<file path="src/rtl/uart_pkg.sv">
// Shared types and helpers for the UART transmit arbiter.
package uart_pkg;

  typedef enum logic [1:0] {IDLE, START, DATA, STOP} state_t;

  localparam int DATA_BITS = 8;

  function automatic int baud_div(input int src, input int baud);
    return src / baud;
  endfunction

endpackage

</file>
<file path="src/rtl/uart_tx_arbiter_if.sv">
// Requester-side handshake: byte-pending flags and data in, accept pulses and grant index out.
interface uart_tx_arbiter_if #(
  parameter int NUM_REQ = 4
);
  localparam int IDW = $clog2(NUM_REQ);

  logic [NUM_REQ-1:0]      req;
  logic [NUM_REQ-1:0][7:0] data_in;
  logic [NUM_REQ-1:0]      ack;
  logic [IDW-1:0]          grant_id;

  modport master (output req, data_in, input ack, grant_id);
  modport slave  (input req, data_in, output ack, grant_id);
endinterface

</file>
<file path="src/rtl/uart_baud_tick.sv">
// Bit-period divider: tick marks the last hwclk cycle of each DIV-cycle bit slot.
module uart_baud_tick
  import uart_pkg::*;
#(
  parameter int CNTR_W = 32,
  parameter int DIV    = 4
) (
  input  logic hwclk,
  input  logic rst_n,
  input  logic clr,
  output logic tick
);

  localparam logic [CNTR_W-1:0] LAST = CNTR_W'(DIV - 1);

  logic [CNTR_W-1:0] cnt;

  assign tick = (cnt == LAST);

  // Held at zero while clr is high so the first slot after release is full width.
  always_ff @(posedge hwclk or negedge rst_n) begin
    if (!rst_n)            cnt <= '0;
    else if (clr || tick)  cnt <= '0;
    else                   cnt <= cnt + 1'b1;
  end

endmodule

</file>
<file path="src/rtl/uart_tx_arbiter.sv">
// Round-robin arbiter feeding a single 8N1 UART transmitter; baud timing is a clock enable on hwclk.
module uart_tx_arbiter
  import uart_pkg::*;
#(
  parameter int NUM_REQ    = 4,
  parameter int SOURCE_CLK = 12000000,
  parameter int BAUD       = 9600,
  parameter int CNTR_W     = 32
) (
  input  logic              hwclk,
  input  logic              rst_n,
  uart_tx_arbiter_if.slave  bus,
  output logic              ftdi_tx,
  output logic              tx_active,
  output logic              frame_sent
);

  localparam int DIV = baud_div(SOURCE_CLK, BAUD);
  localparam int IDW = $clog2(NUM_REQ);
  localparam int BW  = $clog2(DATA_BITS);
  localparam logic [BW-1:0]  LAST_IDX = BW'(DATA_BITS - 1);
  localparam logic [IDW-1:0] RR_INIT  = IDW'(NUM_REQ - 1);

  if (DIV < 2) begin : g_div_err
    $error("uart_tx_arbiter: SOURCE_CLK/BAUD must be at least 2");
  end

  state_t                  state, state_nx;
  logic                    tick;
  logic [7:0]              shift, shift_nx;
  logic [BW-1:0]           bit_idx, bit_idx_nx;
  logic [IDW-1:0]          rr_last, rr_nx, grant_nx;
  logic [IDW-1:0]          sel, cand;
  logic                    found;
  logic [NUM_REQ-1:0]      ack_nx;
  logic                    tx_nx, act_nx;

  uart_baud_tick #(
    .CNTR_W (CNTR_W),
    .DIV    (DIV)
  ) u_tick (
    .hwclk (hwclk),
    .rst_n (rst_n),
    .clr   (state == IDLE),
    .tick  (tick)
  );

  // Scan from the index after the last winner, wrapping, and take the first pending request.
  always_comb begin
    sel   = '0;
    cand  = '0;
    found = 1'b0;
    for (int k = 1; k <= NUM_REQ; k++) begin
      cand = IDW'((int'(rr_last) + k) % NUM_REQ);
      if (!found && bus.req[cand]) begin
        found = 1'b1;
        sel   = cand;
      end
    end
  end

  always_ff @(posedge hwclk or negedge rst_n) begin
    if (!rst_n) begin
      state        <= IDLE;
      shift        <= '0;
      bit_idx      <= '0;
      rr_last      <= RR_INIT;
      bus.grant_id <= '0;
      bus.ack      <= '0;
      ftdi_tx      <= 1'b1;
      tx_active    <= 1'b0;
    end else begin
      state        <= state_nx;
      shift        <= shift_nx;
      bit_idx      <= bit_idx_nx;
      rr_last      <= rr_nx;
      bus.grant_id <= grant_nx;
      bus.ack      <= ack_nx;
      ftdi_tx      <= tx_nx;
      tx_active    <= act_nx;
    end
  end

  always_comb begin
    state_nx = state;
    case (state)
      IDLE:    if (found) state_nx = START;
      START:   if (tick) state_nx = DATA;
      DATA:    if (tick && bit_idx == LAST_IDX) state_nx = STOP;
      STOP:    if (tick) state_nx = IDLE;
      default: state_nx = IDLE;
    endcase
  end

  // Next values of the registered outputs; ftdi_tx is computed one cycle early so the pin is a flop.
  always_comb begin
    tx_nx      = ftdi_tx;
    ack_nx     = '0;
    shift_nx   = shift;
    bit_idx_nx = bit_idx;
    grant_nx   = bus.grant_id;
    rr_nx      = rr_last;
    case (state)
      IDLE: begin
        tx_nx = 1'b1;
        if (found) begin
          tx_nx       = 1'b0;
          ack_nx[sel] = 1'b1;
          shift_nx    = bus.data_in[sel];
          grant_nx    = sel;
          rr_nx       = sel;
        end
      end
      START: begin
        if (tick) begin
          tx_nx      = shift[0];
          bit_idx_nx = '0;
        end
      end
      DATA: begin
        if (tick) begin
          shift_nx   = shift >> 1;
          bit_idx_nx = bit_idx + 1'b1;
          tx_nx      = (bit_idx == LAST_IDX) ? 1'b1 : shift[1];
        end
      end
      STOP: begin
        if (tick) tx_nx = 1'b1;
      end
      default: tx_nx = 1'b1;
    endcase
  end

  assign act_nx     = (state_nx != IDLE);
  assign frame_sent = (state == STOP) && tick;

endmodule

</file>
<file path="src/flat_wrapper.sv">
// flat-port wrapper written by rule: the top's interface ports become plain ports
module uart_tx_arbiter_flat import uart_pkg::*;
#(
  parameter int NUM_REQ    = 4,
  parameter int SOURCE_CLK = 12000000,
  parameter int BAUD       = 9600,
  parameter int CNTR_W     = 32
)
  (hwclk, rst_n, ftdi_tx, tx_active, frame_sent, bus_req, bus_data_in, bus_ack, bus_grant_id);
  uart_tx_arbiter_if #(.NUM_REQ(NUM_REQ)) bus_i ();
  input  logic hwclk;
  input  logic rst_n;
  output logic ftdi_tx;
  output logic tx_active;
  output logic frame_sent;
  input wire logic [$bits(bus_i.req)-1:0] bus_req;
  input wire logic [$bits(bus_i.data_in)-1:0] bus_data_in;
  output wire logic [$bits(bus_i.ack)-1:0] bus_ack;
  output wire logic [$bits(bus_i.grant_id)-1:0] bus_grant_id;
  assign bus_i.req = bus_req;
  assign bus_i.data_in = bus_data_in;
  assign bus_ack = bus_i.ack;
  assign bus_grant_id = bus_i.grant_id;
  uart_tx_arbiter #(.NUM_REQ(NUM_REQ), .SOURCE_CLK(SOURCE_CLK), .BAUD(BAUD), .CNTR_W(CNTR_W)) u_core (.hwclk(hwclk), .rst_n(rst_n), .bus(bus_i), .ftdi_tx(ftdi_tx), .tx_active(tx_active), .frame_sent(frame_sent));
endmodule
</file>
<file path="config.mk">
export PLATFORM = sky130hd
export DESIGN_NAME = uart_tx_arbiter_flat
export DESIGN_NICKNAME = d
export VERILOG_FILES = /design/src/rtl/uart_pkg.sv /design/src/rtl/uart_tx_arbiter_if.sv /design/src/rtl/uart_baud_tick.sv /design/src/rtl/uart_tx_arbiter.sv /design/src/flat_wrapper.sv
export SDC_FILE = /design/constraint.sdc
export NUM_CORES = 1
export LEC_CHECK = 0
export CORE_UTILIZATION = 55
export CTS_BUF_LIST = sky130_fd_sc_hd__clkbuf_8 sky130_fd_sc_hd__clkbuf_16
export DETAILED_ROUTE_END_ITERATION = 12
export PLACE_DENSITY = 0.8
export SLEW_MARGIN = 20
export SYNTH_ARGS = -nofsm -noshare
export SYNTH_HDL_FRONTEND = slang
export SYNTH_HIERARCHICAL = 1
export SYNTH_SLANG_ARGS = --single-unit
</file>
<file path="constraint.sdc">
create_clock -name hwclk -period 4.8 [get_ports hwclk]
set_input_delay 0.72 -clock hwclk [delete_from_list [all_inputs] [get_ports hwclk]]
set_output_delay 0.72 -clock hwclk [all_outputs]
set_load 0.01 [all_outputs]
</file>
* Word-level counts from Yosys, hierarchy flattened
Cells that the tools add are included.
** Operators by class
- Reduce and logical (&&, ||, !) cells :: 18
- Muxes and demuxes :: 40
- Add/subtract/negate cells :: 6
- Eq/ne operators :: 9
- Order comparisons :: 6
** Operator list (number)
- $add 32x1->32 const B :: 1
- $eq 32x11->1 const B :: 1
- $mux 32 :: 1
- $mux 8 :: 3
- $bmux 8 s2 :: 1
- $mux 2 :: 8
- $pmux 8 s2 :: 1
- $lt 2x3->1 const B :: 5
- $mux 1 :: 14
- $reduce_and 3->1 :: 3
- $bmux 1 s2 :: 4
- $mux 4 :: 2
- $ne 2x1->1 const B :: 4
- $pmux 2 s4 :: 1
- $logic_and 1x1->1 :: 6
- $mux 3 :: 2
- $pmux 3 s2 :: 1
- $reduce_bool 2->1 :: 3
- $add 2x1->2 const B :: 2
- $add 2x2->2 const B :: 2
- $eq 2x2->1 const B :: 2
- $pmux 1 s4 :: 1
- $add 3x1->3 const B :: 1
- $eq 3x3->1 const B :: 1
- other kinds (7) :: 9
** Storage, ports and cells
- Output and inout port bits :: 9
- Bits in registers :: 55

* Longest topological paths before layout
Gate-level depths: netlist of run 1.
- Depth in word-level cells :: 19
- Depth in mapped cells :: 11
- Depth with buffers taken out :: 10

* Modules after synthesis
Netlist of run 1, hierarchy kept.
** Modules (own cells, without submodules)
- uart_baud_tick :: cells an instance 190, instances 1, area each 1778.0 um^2, sequential area each 800.8 um^2
- uart_tx_arbiter :: cells an instance 173, instances 1, area each 1510.2 um^2, sequential area each 579.3 um^2

* Worst setup path before layout of run 1
OpenSTA, ideal clock, no wires.
- Path kind :: register to register
- From :: register u_core.u_tick.cnt[1]
- To :: register u_core.shift[1]
- Cell stages (with the launch flop) :: 12
- Path buffers :: 1
- Slack :: 2.433 ns
- Period minus slack after synthesis :: 2.367 ns
- Required time :: 4.652 ns
- Data arrival time :: 2.219 ns
- Setup time :: 0.148 ns
- Cells stage by stage :: dfrtp_1 inv_1 ha_1 nor4b_1 nand4_1 nor2_1 buf_2 nor2b_1 a211oi_4 o211ai_2 a2111oi_0 a311oi_1
** Between the ends
- Word-level cells in the longest chain between the ends :: 3
** Ends and longest elaborated chain
- start: declaration :: RTL line uart_baud_tick.sv:16 : logic [CNTR_W-1:0] cnt;
- start signal: assignment :: RTL line uart_baud_tick.sv:24 : else cnt <= cnt + 1'b1;
- $eq 32x11->1 :: RTL line uart_baud_tick.sv:18 : assign tick = (cnt == LAST);
- named net u_core.tick :: RTL line uart_tx_arbiter.sv:29 : logic tick;
- $ne 2x1->1 (no source line)
- $reduce_and 3->1 (no source line)
- end signal: assignment :: RTL line uart_tx_arbiter.sv:74 : shift <= shift_nx;
- end: declaration :: RTL line uart_tx_arbiter.sv:30 : logic [7:0] shift, shift_nx;
The timed path passes the listed nets, and every way through them passes these cells.
A chain may end at the register's enable or synchronous reset.

* Worst setup path in the final report of run 1
- From :: register u_core.u_tick.cnt[13]
- To :: output port frame_sent
** Between the ends
- Word-level cells in the longest chain between the ends :: 2
** Ends and longest elaborated chain
- $eq 32x11->1 :: RTL line uart_baud_tick.sv:18
- named net u_core.tick :: RTL line uart_tx_arbiter.sv:29
- $logic_and 1x1->1 :: RTL line uart_tx_arbiter.sv:135 : assign frame_sent = (state == STOP) && tick;
- end: declaration :: RTL line flat_wrapper.sv:15 : output logic frame_sent;
The timed path passes the listed nets, and every way through them passes these cells.

==> impl_metrics.csv, run 1 <==
group,metric,value,unit
routing,drtAntennaViolNets,0,
global_route,grt_start_max_net_pins,56,
worst_setup_path,timing.critical_path.required,4080,ps
placement,dpl.hpwl,5610,um
routing,firstDrtPassIters,6,
clock_network,ctsHoldBuffers,0,
worst_setup_path,worstRegToRegCells,8,
floorplanning,die_height,79.3,um
sta,relSlewSlack,47.5,%
sta,slew_violations,0,
global_route,grt_pass1_wl,13100,um
placement,pre_cts_slack,1480,ps
clock_network,path_clk_slew,110,ps
clock_network,ctsResizeCount,0,
yosys,seq_area_frac_synth,42.0,%
power,power_leakage,1.56,nW
sta,fmax,0.287,GHz
hold_path,hp-start,"u_core/u_tick/cnt[0]",
global_route,grt_overflow,0,
power,p_per_area,276,nW/um^2
yosys,yosys-top-cells-area,"dfrtp_1 (40%), and3_1 (4.8%), a21oi_1 (3.8%)",
worst_setup_path,r2r_slack,1470,ps
clock_network,root_buffer,"clkbuf_8",
routing,first_iter_violations,315,
worst_setup_path,crit_type,"reg2out",
sta,setup_viol,0,
hold_path,hold_class,"reg2reg",
cells_and_area,fin_nets,438,
flow_run,maxCapViolations,0,
worst_setup_path,timing.rr.end,"u_core/shift[3]",
worst_setup_path,reg2reg_from,"u_core/u_tick/cnt[13]",
yosys,yosysTopAreaCell,"dfrtp_1",
yosys,synthesis.nets,405,
sta,fin_worst_skew,12.1,ps
yosys,synth_cells,363,
sta,layout_setup_ws,1320,ps
clock_network,cts_num_sinks,55,
power,p_total,0.00106,W
floorplanning,dieWidth,79.3,um
yosys,synth_top_area_share,39.6,%
placement,gp_congestion,0.824,
sta,grt_setup_unrepaired,"false",
yosys,ys_warn_count,6,
floorplanning,start_util,58.3,%
floorplanning,core,5640,sq um
sta,timing.final.hold_violations,0,
yosys,synth-seq-cells,55,
global_route,grtUsageTotal,26.6,%
cells_and_area,nFillCells,446,
global_route,grt_pass1_vias,2774,
clock_network,clock_latency,320,ps
yosys,synth-edff-count,0,
sta,tightestPinTransition,785,ps
outcome,outcome,"finished clean",
floorplanning,core.rowCount,27,
clock_network,cts_max_level,2,
cells_and_area,final_common_cell,"dfrtp_1",
hold_path,worst_hold_path.endpoint,"u_core/u_tick/cnt[0]",
floorplanning,ios,47,
clock_network,clock_path_buffers,2,
worst_setup_path,cp_data_arrival_time,2760,ps
placement,port_buffers,46,
sta,fin_crit,3480,ps
routing,drc_errors,0,
clock_network,cts_buffers,5,
yosys,synthesis.area,3290,sq um
power,irDropWorstVdd,225,uV
clock_network,post-cts-setup-buffer-count,0,
sta,min_period_over_period,72.6,%
placement,placed_cell_area,3740,sq um
cells_and_area,syn_to_final_growth,17.4,%
cells_and_area,drive_gt1_share,6.55,%
routing,wl_per_cell,16.6,um
cells_and_area,utilization,68.4,%
worst_setup_path,end_kind,"primary output",
yosys,avgSynthCellArea,9.06,sq um
cells_and_area,final_cell_area,3860,sq um
routing,via_per_inst,6.39,
worst_setup_path,critPathMaxFanout,10,
sta,fin_setup_tns,0,ps
yosys,synth_flop_cell,"dfrtp_1",
yosys,async_flop_share,100,%
hold_path,hold-path-cell-count,1,
worst_setup_path,cp-start-kind,"flip-flop",
floorplanning,die_area,6290,sq um
routing,wirelength,7770,um
global_route,antenna_found_initial,0,
routing,vias,2998,
clock_network,cts_tree,"yes",
cells_and_area,antenna_cells,0,
cells_and_area,layout_common_cells,"dfrtp_1 (52), clkdlybuf4s50_1 (45), nor2_1 (30), a21oi_1 (25), and3_1 (25)",
yosys,synth.distinct_cells,54,
## cell usage after synthesis (8+ instances only)
master and instances:
dfrtp_1 52, nor2_1 30, a21oi_1 25, and3_1 25
nand2_1 20, o21ai_0 19, nand3_1 13, clkbuf_1 12
o31ai_1 12, or4_1 12, and2_1 10, nand4_1 10
nor3_1 8, or3_1 8
## area by class of cell
class	instances	area, sq um	area share (%)
clock buffers	5	68.8	1.78
clock inverters	3	47.5	1.23
inverters	7	26.3	0.681
multi-input cells	279	1780	46.0
flip-flops and latches	55	1380	35.8
well taps	72	90.1	2.33
repair buffers	48	470	12.2
## flip-flops by register name, summed over array words and instances (netlist names)
| signal | count |
|---|---|
| u_core/tx_active | 1 |
| u_core/u_tick/cnt | 32 |
| u_core/shift | 8 |
| u_core/bus.grant_id | 2 |
| u_core/bus.ack | 4 |
| u_core/bit_idx | 3 |
| u_core/state | 2 |
| u_core/ftdi_tx | 1 |
| u_core/rr_last | 2 |
## metrics by stage
step | hold WS, ps | cells
after floorplan | 424 | 363
after global placement | 467 | 461
after detailed placement | 481 | 461
after CTS | 507 | 469
after global routing | 527 | 469
final | 505 | 469
## worst max-delay path by stage
stage,from,endpoint,slack [ps]
3_5_place_dp,bus_req[3],u_core/shift[3],1480
2_1_floorplan,u_core/u_tick/cnt[1],u_core/shift[1],2430
4_1_cts,u_core/u_tick/cnt[13],frame_sent,1320
3_3_place_gp,bus_req[3],u_core/shift[1],1660
5_1_grt,u_core/u_tick/cnt[13],frame_sent,1080
6_report,u_core/u_tick/cnt[13],frame_sent,1320
## critical path, cell delays in order (launching register included)
cell,delay (ps)
dfrtp_1,450
nor4b_1,410
nand4_1,200
nor2_1,520
nand2_1,190
nor2_1,130
clkdlybuf4s50_1,540
## cells by family (layout without fill, tap and decap cells)
logic type               Yosys count  count (layout)  share of synthesized area [%]
AO/OA/AOI/OAI                    102             102                           21.0
XOR/XNOR                          11              11                           2.93
adder cells (fa/ha/maj)            4               4                           1.52
buffers and inverters             29              63                           4.11
flip-flops                        55              55                           42.0
multiplexers                       3               3                          0.951
AND/OR/NAND/NOR                  159             159                           27.5
## layer usage
metal	up-vias	global-route usage, %	part of all wire, %
li1	1440	-	-
met1	1441	37.8	46
met2	101	41.1	46
met3	16	5.06	5.9
met4	0	7.64	1.5
met5	-	0	0
## power by group
group / leakage [nW] / internal (W) / switching, W
clock: 0.0587 / 0.000158 / 0.000162
sequential: 0.710 / 0.000507 / 0.0000535
combinational: 0.794 / 0.0000890 / 0.0000940
Note: power is estimated with default switching activity, not from simulation.
==> run 2: changes to the inputs <==
--- a/config.mk
+++ b/config.mk
@@ -5,10 +5,10 @@
 export SDC_FILE = /design/constraint.sdc
 export NUM_CORES = 1
 export LEC_CHECK = 0
-export CORE_UTILIZATION = 55
+export CORE_UTILIZATION = 50
 export CTS_BUF_LIST = sky130_fd_sc_hd__clkbuf_8 sky130_fd_sc_hd__clkbuf_16
 export DETAILED_ROUTE_END_ITERATION = 12
-export PLACE_DENSITY = 0.8
+export PLACE_DENSITY = 0.77
 export SLEW_MARGIN = 20
 export SYNTH_ARGS = -nofsm -noshare
 export SYNTH_HDL_FRONTEND = slang
==> constraint.sdc (replaced) <==
create_clock -name hwclk -period 3.2 [get_ports hwclk]
set_input_delay 0.48 -clock hwclk [delete_from_list [all_inputs] [get_ports hwclk]]
set_output_delay 0.48 -clock hwclk [all_outputs]
set_load 0.01 [all_outputs]
==> run 2 against run 1 <==
Hold slack got worse by 330 ps. Global-route usage fell by 2.2 points. Clock power increased by 32%. Core utilization down 6.8 points. Largest cell class unchanged.
==> impl_metrics.csv, run 2 (same netlist as run 1, synthesis figures left out) <==
group,metric,value,unit
clock_network,ctsResizeCount,0,
sta,slew_violations,0,
cells_and_area,instances_no_fill,479,
placement,port_buffers,46,
cells_and_area,final_cell_area,3910,sq um
clock_network,clock_latency,310,ps
cells_and_area,syn_to_final_growth,18.9,%
power,intPower,0.00110,W
worst_setup_path,cpMaxStageDelayCell,"clkdlybuf4s50_1",
worst_setup_path,crit_type,"reg2out",
cells_and_area,largestRegisters,"u_core/u_tick/cnt (32), u_core/shift (8), u_core/bus.ack (4)",
sta,layout_setup_ws,225,ps
sta,tightestPinTransition,789,ps
sta,relSlewSlack,47.4,%
routing,drtAntennaViolNets,0,
outcome,outcome,"finished clean",
global_route,antenna_found_initial,0,
floorplanning,core.rowCount,29,
power,p_per_area,397,nW/um^2
cells_and_area,antenna_cells,0,
floorplanning,dieWidth,83.1,um
floorplanning,core,6350,sq um
sta,fin_worst_skew,8.26,ps
power,switching_share,29.2,%
power,power_frac_comb,18.3,%
placement,placed_cell_area,3790,sq um
clock_network,cts_max_level,2,
clock_network,ctsHoldBuffers,0,
cells_and_area,final_common_cell,"dfrtp_1",
clock_network,root_buffer,"clkbuf_8",
floorplanning,start_util,51.8,%
power,seqPwrFrac,54.5,%
cells_and_area,drive_gt1_share,8.71,%
worst_setup_path,worstRegToRegCells,8,
floorplanning,die_area,6900,sq um
clock_network,path_clk_slew,100,ps
worst_setup_path,critPathMaxStageDelay,540,ps
power,power_leakage,1.58,nW
clock_network,cts_buffers,5,
worst_setup_path,path_cells,"nor4_2 -> nand4_1 -> nor2_1 -> buf_4 -> nand2_1 -> nor2_1 -> clkdlybuf4s50_1",
placement,gp_congestion,0.866,
sta,setup_viol,0,
sta,timing.final.hold_violations,0,
clock_network,cts_num_sinks,55,
sta,fmax,0.336,GHz
power,p_switching,0.000453,W
global_route,grt_overflow,0,
clock_network,clock_path_buffers,2,
worst_setup_path,timing.rr.end,"u_core/shift[6]",
routing,first_iter_violations,207,
sta,fin_crit,2980,ps
placement,place_inst,471,
worst_setup_path,crit_top_cell,"nor2_1",
cells_and_area,utilization,61.6,%
clock_network,cts_tree,"yes",
routing,via_per_inst,6.37,
cells_and_area,layout_common_cells,"dfrtp_1 (51), clkdlybuf4s50_1 (45), nor2_1 (30), a21oi_1 (25), and3_1 (25)",
sta,worst_hold_slack,173,ps
placement,pre_cts_slack,572,ps
worst_setup_path,cp-start-kind,"flip-flop",
worst_setup_path,critPathLaunch,"u_core/u_tick/cnt[19]",
global_route,grt_start_max_net_pins,30,
worst_setup_path,critPathMaxFanout,9,
cells_and_area,fin_nets,443,
routing,wirelength,8180,um
flow_run,maxCapViolations,0,
worst_setup_path,end_kind,"primary output",
cells_and_area,largest_reg_flops,32,
clock_network,post-cts-setup-buffer-count,0,
worst_setup_path,cp_data_arrival_time,2500,ps
power,irDropWorstVdd,222,uV
routing,drc_errors,0,
floorplanning,die_height,83.1,um
routing,vias,3051,
worst_setup_path,reg2reg_from,"u_core/u_tick/cnt[19]",
power,p_clk_share,27.2,%
hold_path,hold_class,"in2async",
cells_and_area,top_register,"u_core/u_tick/cnt",
sta,min_period_over_period,93.0,%
global_route,grtUsageTotal,24.4,%
global_route,grt_pass1_vias,2923,
worst_setup_path,timing.critical_path.required,2720,ps
worst_setup_path,r2r_slack,650,ps
floorplanning,ios,47,
routing,wl_per_cell,17.1,um
routing,firstDrtPassIters,5,
placement,dpl.hpwl,5700,um
global_route,grt_pass1_wl,13900,um
run 2: through the flow:
step	TNS, ps	power (W)
6_report	0	0.00155
5_1_grt	-35.7	0.00163
4_1_cts	0	0.00155
3_5_place_dp	0	0.00113
3_3_place_gp	0	0.00112
2_1_floorplan	0	0.00101
run 2: how the worst max path moves through the flow:
| stage | to | slack [ps] | cells past startpoint |
|---|---|---|---|
| after floorplan | u_core/shift[1] | 830 | 11 |
| after global placement | frame_sent | 570 | 7 |
| after detailed placement | frame_sent | 570 | 7 |
| after CTS | frame_sent | 210 | 7 |
| after global routing | frame_sent | -40 | 7 |
| final | frame_sent | 220 | 7 |
run 2: metal layers:
layer / global-route usage [%] / share of wire, % / up-vias
met3: 3.38 / 4.6 / 4
li1: - / - / 1448
met2: 41.1 / 50 / 88
met1: 33.7 / 45 / 1511
met4: 5.02 / 0.53 / 0
met5: 0 / 0 / -
run 2: area by class of cell:
class	instances	area, sq um
clock buffer	7	96.3
clock inverter	1	7.51
fill	540	2440
inverter	7	26.3
multi-input combinational	279	1800
sequential	55	1380
tap	77	96.3
timing repair buffer	53	508
run 2: power by group through the flow:
stage | clock network [W] | logic, W | registers [W]
after CTS | 0.000435 | 0.000281 | 0.000839
after global routing | 0.000463 | 0.000315 | 0.000854
after floorplan | 0 | 0.000182 | 0.000830
after global placement | 0 | 0.000269 | 0.000846
final | 0.000423 | 0.000284 | 0.000846
after detailed placement | 0 | 0.000277 | 0.000850
run 2: critical path, delay by kind of cell, from the launching register on:
kind                   cells  cell delay, ps
DFF                        1             480
buffers and inverters      2             720
and+or+nand+nor            5             970
